<file path="config.mk">
export PLATFORM = sky130hd
export DESIGN_NAME = atm_controller
export DESIGN_NICKNAME = d
export VERILOG_FILES = /design/src/rtl/atm_controller.sv
export SDC_FILE = /design/constraint.sdc
export NUM_CORES = 1
export LEC_CHECK = 0
export CORE_MARGIN = 5
export CORE_UTILIZATION = 46
export DETAILED_ROUTE_END_ITERATION = 8
export GPL_TIMING_DRIVEN = 0
export PLACE_DENSITY = 0.83
export SLEW_MARGIN = 20
export SYNTH_ARGS = -nofsm -noshare
export SYNTH_HDL_FRONTEND = slang
export SYNTH_SLANG_ARGS = --single-unit
</file>
<file path="constraint.sdc">
create_clock -name clk -period 2.1 [get_ports clk]
set_input_delay 0.42 -clock clk [delete_from_list [all_inputs] [get_ports clk]]
set_output_delay 0.42 -clock clk [all_outputs]
set_load 0.005 [all_outputs]
</file>
<file path="src/rtl/atm_controller.sv">
// ATM session controller: Moore FSM covering card, language, PIN, the operation menu and eject.
// The action output is the state register itself, so it only changes on a clock edge.
module atm_controller #(
  parameter logic [3:0] PASSWORD  = 4'b1111,
  parameter int         MAX_TRIES = 3
) (
  input  logic       clk,
  input  logic       rst_n,
  input  logic       ic,
  input  logic       cv,
  input  logic       cl,
  input  logic       ep,
  input  logic [3:0] InPass,
  input  logic [1:0] co,
  input  logic       mi,
  input  logic       mc,
  input  logic       ai,
  input  logic       vb,
  input  logic       Mm,
  input  logic       CNL,
  output logic [4:0] action
);

  // state            | meaning
  // S_IDLE        0  | waiting for a card, try counter cleared
  // S_CHECK_CARD  1  | validating the card
  // S_LANGUAGE    2  | waiting for language choice
  // S_PIN_ENTRY   3  | waiting for PIN entry
  // S_VERIFY      4  | comparing PIN, counting failures
  // S_MENU        5  | operation selection
  // S_DEP_INSERT  6  | waiting for money
  // S_DEP_COUNT   7  | counting inserted money
  // S_BALANCE     8  | balance display
  // S_OTHER       9  | other services
  // S_DEP_DONE   10  | deposit complete
  // S_WD_AMOUNT  11  | waiting for withdraw amount
  // S_WD_CHECK   12  | checking balance against amount
  // S_WD_DONE    13  | dispensing cash
  // S_ANOTHER    14  | another transaction prompt
  // S_EJECT      15  | ejecting card
  // S_RETAINED   16  | card retained after too many wrong PINs
  // S_INSUFF     17  | insufficient balance notice
  typedef enum logic [4:0] {
    S_IDLE       = 5'd0,
    S_CHECK_CARD = 5'd1,
    S_LANGUAGE   = 5'd2,
    S_PIN_ENTRY  = 5'd3,
    S_VERIFY     = 5'd4,
    S_MENU       = 5'd5,
    S_DEP_INSERT = 5'd6,
    S_DEP_COUNT  = 5'd7,
    S_BALANCE    = 5'd8,
    S_OTHER      = 5'd9,
    S_DEP_DONE   = 5'd10,
    S_WD_AMOUNT  = 5'd11,
    S_WD_CHECK   = 5'd12,
    S_WD_DONE    = 5'd13,
    S_ANOTHER    = 5'd14,
    S_EJECT      = 5'd15,
    S_RETAINED   = 5'd16,
    S_INSUFF     = 5'd17
  } state_t;

  localparam logic [2:0] MAX_TRIES_C = 3'(MAX_TRIES);

  state_t     state, state_next;
  logic [1:0] tries, tries_next;
  logic [2:0] tries_inc;

  always_ff @(posedge clk or negedge rst_n) begin
    if (!rst_n) begin
      state <= S_IDLE;
      tries <= 2'd0;
    end else begin
      state <= state_next;
      tries <= tries_next;
    end
  end

  assign tries_inc = {1'b0, tries} + 3'd1;

  always_comb begin
    state_next = state;
    tries_next = tries;
    case (state)
      S_IDLE:       if (ic) state_next = S_CHECK_CARD;
      S_CHECK_CARD: state_next = cv ? S_LANGUAGE : S_EJECT;
      S_LANGUAGE:   if (cl) state_next = S_PIN_ENTRY;
      S_PIN_ENTRY:  if (ep) state_next = S_VERIFY;
      S_VERIFY: begin
        if (InPass == PASSWORD) begin
          state_next = S_MENU;
          tries_next = 2'd0;
        end else if (tries_inc >= MAX_TRIES_C) begin
          state_next = S_RETAINED;
          tries_next = MAX_TRIES_C[1:0];
        end else begin
          state_next = S_PIN_ENTRY;
          tries_next = tries_inc[1:0];
        end
      end
      S_MENU: begin
        case (co)
          2'b00:   state_next = S_DEP_INSERT;
          2'b01:   state_next = S_WD_AMOUNT;
          2'b10:   state_next = S_BALANCE;
          default: state_next = S_OTHER;
        endcase
      end
      S_DEP_INSERT: if (mi) state_next = S_DEP_COUNT;
      S_DEP_COUNT:  state_next = mc ? S_DEP_DONE : S_DEP_INSERT;
      S_BALANCE,
      S_OTHER,
      S_DEP_DONE,
      S_WD_DONE,
      S_INSUFF:     state_next = S_ANOTHER;
      S_WD_AMOUNT:  if (ai) state_next = S_WD_CHECK;
      S_WD_CHECK:   state_next = vb ? S_WD_DONE : S_INSUFF;
      S_ANOTHER:    state_next = Mm ? S_MENU : S_EJECT;
      S_EJECT,
      S_RETAINED:   state_next = S_IDLE;
      default:      state_next = S_IDLE;
    endcase

    // Cancel overrides everything inside an active session; the counter is
    // left alone because the session is about to end anyway.
    if (CNL && state != S_IDLE && state != S_EJECT && state != S_RETAINED
        && state <= S_INSUFF) begin
      state_next = S_EJECT;
      tries_next = tries;
    end

    if (state_next == S_IDLE) tries_next = 2'd0;
  end

  assign action = state;

endmodule

</file>
==> reports/metrics.csv, run 1 <==
metric;value;unit
synth_edf_count;0;
fmax;0.517;GHz
ctsHoldBuffers;0;
cpPeakStageDelay;0.37;ns
rsz0062_at_grt;false;
vdd_drop_max;754;uV
regArea;175;sq um
clock-sinks;7;
synth_top_flop_cell;dfrtp_1;
layout_commonest_cell;clkdlybuf4s50_1;
end_kind;register;
routedWlPerCell;15.4;microns
dp_hpwl;1650;microns
gp_congestion;0.929;
synth_top_family_by_area;simple AND/OR/NAND/NOR gates;
hold_class;input port to asynchronous set/reset pin;
die-area;2620;sq um
htreeDepth;1;
crit_slowest_cell;dfrtp_1;
firstDrtPassIters;4;
drc_errors;0;
area_growth;34.1;%
slew_viol_final;0;
crit_top_cell;buf_2;
synthAdderAreaFrac;0;
grt_max_degree;11;
worst-setup-path-type;register to register;
worst-path-max-fanout;10;
skew;0.00653;ns
arrival;2.05;ns
required;2.22;ns
grt_pass1_wl;3480;microns
fin_setup_tns;0;ns
antenna_found_initial;0;
reg2reg_to;tries[1];
cts_resized;0;
ios;23;
hold_viol;0;
rows;14;
yosys.area_share.simple;0.433;
clkLatencyLatePin;0.24;ns
synth.avg_cell_area;8.31;sq um
yosys_warnings;0;
critPathLaunchType;register;
synth-async-reset-ratio;1.00;
yosysUniqueCellTypes;41;
first_global_vias;775;
maxCapViolations;0;
endpoint;tries[1];
cts_setup_buffers;0;
track_usage;0.168;
final_cell_mix;clkdlybuf4s50_1, nand2_1, a21oi_1, nor2_1, dfrtp_1;
synthCells;94;
post_synth_instance_area;781;sq um
period_needed;1.93;ns
ant_nets;0;
cts_tree;yes;
r2r-start;action[3];
multi_input_area;538;sq um
yosysTopAreaCell;dfrtp_1;
via_count;826;
synth_compound_area_frac;0.218;
powerDensity;1220;nW/um^2
drt-vias-per-instance;6.07;
nets;139;
grt-ovfl-total;0;
relSlewSlack;0.737;
crit_buf_inv;2;
seq_area_frac_synth;0.224;
fillers;145;
period_share;0.921;
worstPathCellList;buf_2 -> buf_2 -> nor2b_1 -> o21ai_0 -> o21ai_1 -> nor3_1 -> and4b_4 -> a211oi_2;
critical_path.top_delay_family;simple AND/OR/NAND/NOR gates;
path_clk_slew;0.06;ns
synth_xor_area_frac;0;
netlist.area_leader.share;0.224;
ys_ff_latch;7;
insertedDiodeCount;0;
synth_mux_area_frac;0.0385;
rrSetupSlack;0.17;ns
tightest_slew;0.394;ns
synth_nets;112;
final_area;1050;sq um
die_w;51.2;microns
drive_gt1_frac;0.175;
numCtsBuffers;3;
p_leak;0.423;nW
root_buffer;clkbuf_4;
worst-path-stages;8;
drt-total-wl;2090;microns
status;finished, final reports clean;
placed_area;1020;sq um
die_h;51.2;microns
fp.coreArea;1560;sq um
setup_violations;0;
ys_top_cells_by_area;dfrtp_1, nor2b_1, a21oi_1;
io_buffers;22;
clock_path_buffers;2;
drt_iter0_drc;16;
startpoint;action[3];
start_util;0.501;
r2r_cells;8;
[final cells by class]
cell class / count / area share
multi-input combinational: 79 / 0.514
timing repair buffer: 22 / 0.210
sequential: 7 / 0.167
buffer: 7 / 0.0609
clock buffer: 4 / 0.0251
tap: 16 / 0.0191
inverter: 1 / 0.00358
[per-layer routing]
layer	vias to the layer above	part of all wire	global-route usage
li1	404	-	-
met1	393	0.42	0.216
met2	27	0.50	0.298
met3	2	0.072	0.0291
met4	0	0.0043	0.0224
met5	-	0	0
[cells by family (layout without fill, tap and decap cells)]
kind of cell	count (synthesis)	count (layout)
mux	3	3
buf+inv	8	34
compound gates	25	25
simple gates	51	51
flops	7	7
[how the worst min path moves through the flow]
stage / start / end / slack [ns] / depth (start not counted)
after floorplan: rst_n / action[0] / 0.12 / 0
after global placement: tries[0] / tries[0] / 0.54 / 2
after detailed placement: tries[0] / tries[0] / 0.57 / 2
after CTS: rst_n / action[2] / 0.44 / 1
after global routing: rst_n / action[3] / 0.45 / 1
final: rst_n / action[2] / 0.43 / 1
[synth_stat cells, types with 2 or more instances]
library cell / instances
a211oi_2: 2
buf_6: 3
nor2_2: 2
mux2i_1: 3
nand2b_1: 3
nor3_1: 3
o21ai_0: 6
buf_2: 2
and4_1: 2
nand4_1: 2
and2_1: 2
nor2b_1: 6
dfrtp_1: 7
nor2_1: 7
and3_1: 3
a21oi_1: 7
nand2_1: 9
o21ai_1: 2
[where the power goes]
group          switching (mW)  total, mW  internal [mW]
logic                   0.438      0.897          0.459
clock network          0.0462      0.118         0.0723
registers              0.0714      0.259          0.187
[state kept, by name, summed over array words and instances (netlist names)]
register	flops
tries	2
action	5
[worst reg2reg max path, cell delays in order, from the launching register on]
cell	delay, ns
dfrtp_1	0.37
buf_2	0.19
buf_2	0.21
nor2b_1	0.16
o21ai_0	0.08
o21ai_1	0.11
nor3_1	0.33
and4b_4	0.31
a211oi_2	0.04
[stage by stage]
stage | setup slack, ns | power, mW | instances | util | hold WS, ns
2_1_floorplan | 0.372 | 0.885 | 94 | - | 0.124
3_3_place_gp | 0.0464 | 1.13 | 132 | 0.655 | 0.537
3_5_place_dp | 0.0409 | 1.15 | 132 | 0.655 | 0.570
4_1_cts | 0.198 | 1.27 | 136 | 0.672 | 0.444
5_1_grt | 0.0575 | 1.38 | 136 | 0.672 | 0.450
6_report | 0.166 | 1.27 | 136 | 0.672 | 0.433
Note: power is estimated with default switching activity, not from simulation.
==> inputs of run 2 (changes only) <==
--- a/config.mk
+++ b/config.mk
@@ -10,7 +10,6 @@
 export DETAILED_ROUTE_END_ITERATION = 8
 export GPL_TIMING_DRIVEN = 0
 export PLACE_DENSITY = 0.83
-export SLEW_MARGIN = 20
 export SYNTH_ARGS = -nofsm -noshare
 export SYNTH_HDL_FRONTEND = slang
 export SYNTH_SLANG_ARGS = --single-unit
==> results of run 2 <==
Final layout, timing and power as in run 1 (identical DEF).
==> inputs of run 3 (changes only) <==
--- a/config.mk
+++ b/config.mk
@@ -6,10 +6,10 @@
 export NUM_CORES = 1
 export LEC_CHECK = 0
 export CORE_MARGIN = 5
-export CORE_UTILIZATION = 46
+export CORE_UTILIZATION = 42
 export DETAILED_ROUTE_END_ITERATION = 8
 export GPL_TIMING_DRIVEN = 0
-export PLACE_DENSITY = 0.83
+export PLACE_DENSITY = 0.8
 export SYNTH_ARGS = -nofsm -noshare
 export SYNTH_HDL_FRONTEND = slang
 export SYNTH_SLANG_ARGS = --single-unit
==> constraint.sdc (replaced) <==
create_clock -name clk -period 1.6 [get_ports clk]
set_input_delay 0.32 -clock clk [delete_from_list [all_inputs] [get_ports clk]]
set_output_delay 0.32 -clock clk [all_outputs]
set_load 0.005 [all_outputs]
==> reports/metrics.csv, run 3 (same netlist as run 1, synthesis figures left out) <==
metric;value;unit;change
period_needed;1.86;ns;-0.0718 ns
rows;15;;+1
powerDensity;1680;nW/um^2;+38%
placed_area;1030;sq um;+1.1%
critPathLaunchType;register;;
hold_viol;0;;unchanged
pre_cts_ws;-0.392;ns;-0.432 ns
vdd_drop_max;1200;uV;+59%
hold_class;input port to asynchronous set/reset pin;;
die_w;53.1;microns;+3.7%
nets;144;;+3.6%
area_growth;47.1;%;
critical_path.top_delay_family;compound AO/OA/AOI/OAI gates;;
cpPeakStageDelay;0.41;ns;+0.04 ns
via_count;868;;+5.1%
crit_slowest_cell;dfrtp_1;;
slew_viol_final;0;;unchanged
status;complete, but fails checks;;
rsz0062_at_grt;true;;
drc_errors;0;;unchanged
numCtsBuffers;3;;unchanged
gp_congestion;0.852;;-8.3%
worst-path-max-fanout;6;;-4
path_clk_slew;0.06;ns;about the same
required;1.72;ns;-0.50 ns
drt-vias-per-instance;5.79;;-4.7%
track_usage;0.180;;+0.0127
ant_nets;0;;unchanged
maxCapViolations;0;;unchanged
final_util;0.658;;-0.0137
final_area;1150;sq um;+9.7%
drt-total-wl;2290;microns;+9.6%
period_share;1.16;;+0.243
worst-setup-path-type;register to register;;
fin_total_pwr;1.93;mW;+52%
io_buffers;22;;unchanged
grt_max_degree;11;;unchanged
setup_violations;5;;+5
tightest_slew;0.307;ns;-0.0872 ns
p_leak;0.462;nW;+9.4%
dp_hpwl;1640;microns;-0.83%
ios;23;;unchanged
root_buffer;clkbuf_4;;
fmax;0.537;GHz;+3.9%
largest_reg_flops;5;;unchanged
firstDrtPassIters;4;;unchanged
fillers;143;;-1.4%
arrival;1.99;ns;-0.06 ns
violations;setup timing;;
cts_tree;yes;;
grt_pass1_wl;3700;microns;+6.4%
die-area;2820;sq um;+7.6%
first_global_vias;827;;+6.7%
fin_ws;-0.262;ns;-0.428 ns
ctsHoldBuffers;0;;unchanged
clock-sinks;7;;unchanged
crit_buf_inv;1;;-1
fp.coreArea;1750;sq um;+12%
routedWlPerCell;15.3;microns;-0.65%
insertedDiodeCount;0;;unchanged
grt-ovfl-total;0;;unchanged
drive_gt1_frac;0.280;;+0.105
relSlewSlack;0.794;;+0.0580
layout_commonest_cell;clkdlybuf4s50_1;;
worstPathCellList;buf_6 -> nor4b_4 -> a32o_2 -> a311oi_2 -> o311a_1 -> and4b_4 -> a211oi_2;;
start_util;0.447;;-0.0535
skew;0.00922;ns;+0.00269 ns
clock_path_buffers;2;;unchanged
final_cell_mix;clkdlybuf4s50_1, nand2_1, buf_4, a21oi_1, nor2_1;;
die_h;53.1;microns;+3.7%
fin_setup_tns;-0.629;ns;-0.629 ns
clkLatencyLatePin;0.26;ns;+0.02 ns
drt_iter0_drc;18;;+2
antenna_found_initial;0;;unchanged
htreeDepth;1;;unchanged
end_kind;register;;
[run 3: cell count changes in the layout (fill, tap and decap cells not counted), sizes merged]
cell,before,now
buf,6,11
clkdlybuf4s50,22,21
dlymetal6s2s,1,2
[run 3: path summary, 6_finish.rpt]
path | cells past startpoint | end | slack (ns) | start
worst max register to register | 7 | tries[1] | -0.26 | action[2]
worst min register to register | 2 | tries[0] | 0.56 | tries[0]
min in group clk | 2 | tries[0] | 0.56 | tries[0]
worst max-delay path | 7 | tries[1] | -0.26 | action[2]
worst min-delay path | 1 | action[1] | 0.32 | rst_n
max in group asynchronous | 1 | action[4] | 1.03 | rst_n
[run 3: per-stage QoR]
stage                     hold WS [ns]  std cells
after CTS                        0.317        150
final                            0.315        150
after global placement           0.539        141
after global routing             0.331        150
after detailed placement         0.545        141
after floorplan                 0.0244         94
[run 3: report_power, final]
group / leakage [nW] / internal, mW / switching (mW)
registers: 0.0812 / 0.251 / 0.0964
logic: 0.366 / 0.750 / 0.671
clock network: 0.0150 / 0.0954 / 0.0679
total: 0.462 / 1.10 / 0.835
[run 3: cell type report]
cell class	instances	area, sq um	area share
multi-input combinational	79	576	0.501
timing repair buffer	27	260	0.227
sequential	7	179	0.156
buffer	7	72.6	0.0632
tap	25	31.3	0.0272
clock buffer	4	26.3	0.0229
inverter	1	3.75	0.00327
[run 3: per-layer routing]
layer,track usage,wire length [microns],vias up
li1,-,-,411
met1,0.201,936,414
met2,0.322,1160,41
met3,0.0676,189,2
met4,0.0383,6,0
met5,0,0,-
[run 3: worst register-to-register path, stage by stage (launching register included)]
cell	delay, ns
dfrtp_1	0.41
buf_6	0.15
nor4b_4	0.13
a32o_2	0.29
a311oi_2	0.18
o311a_1	0.26
and4b_4	0.27
a211oi_2	0.04
[run 3: repair_timing]
item | 4_1_cts | 5_1_grt
gates resized for setup | 9 | 8
buffers inserted | 5 | 0
pin swaps | 4 | 4
endpoints found under the setup margin | 8 | 8
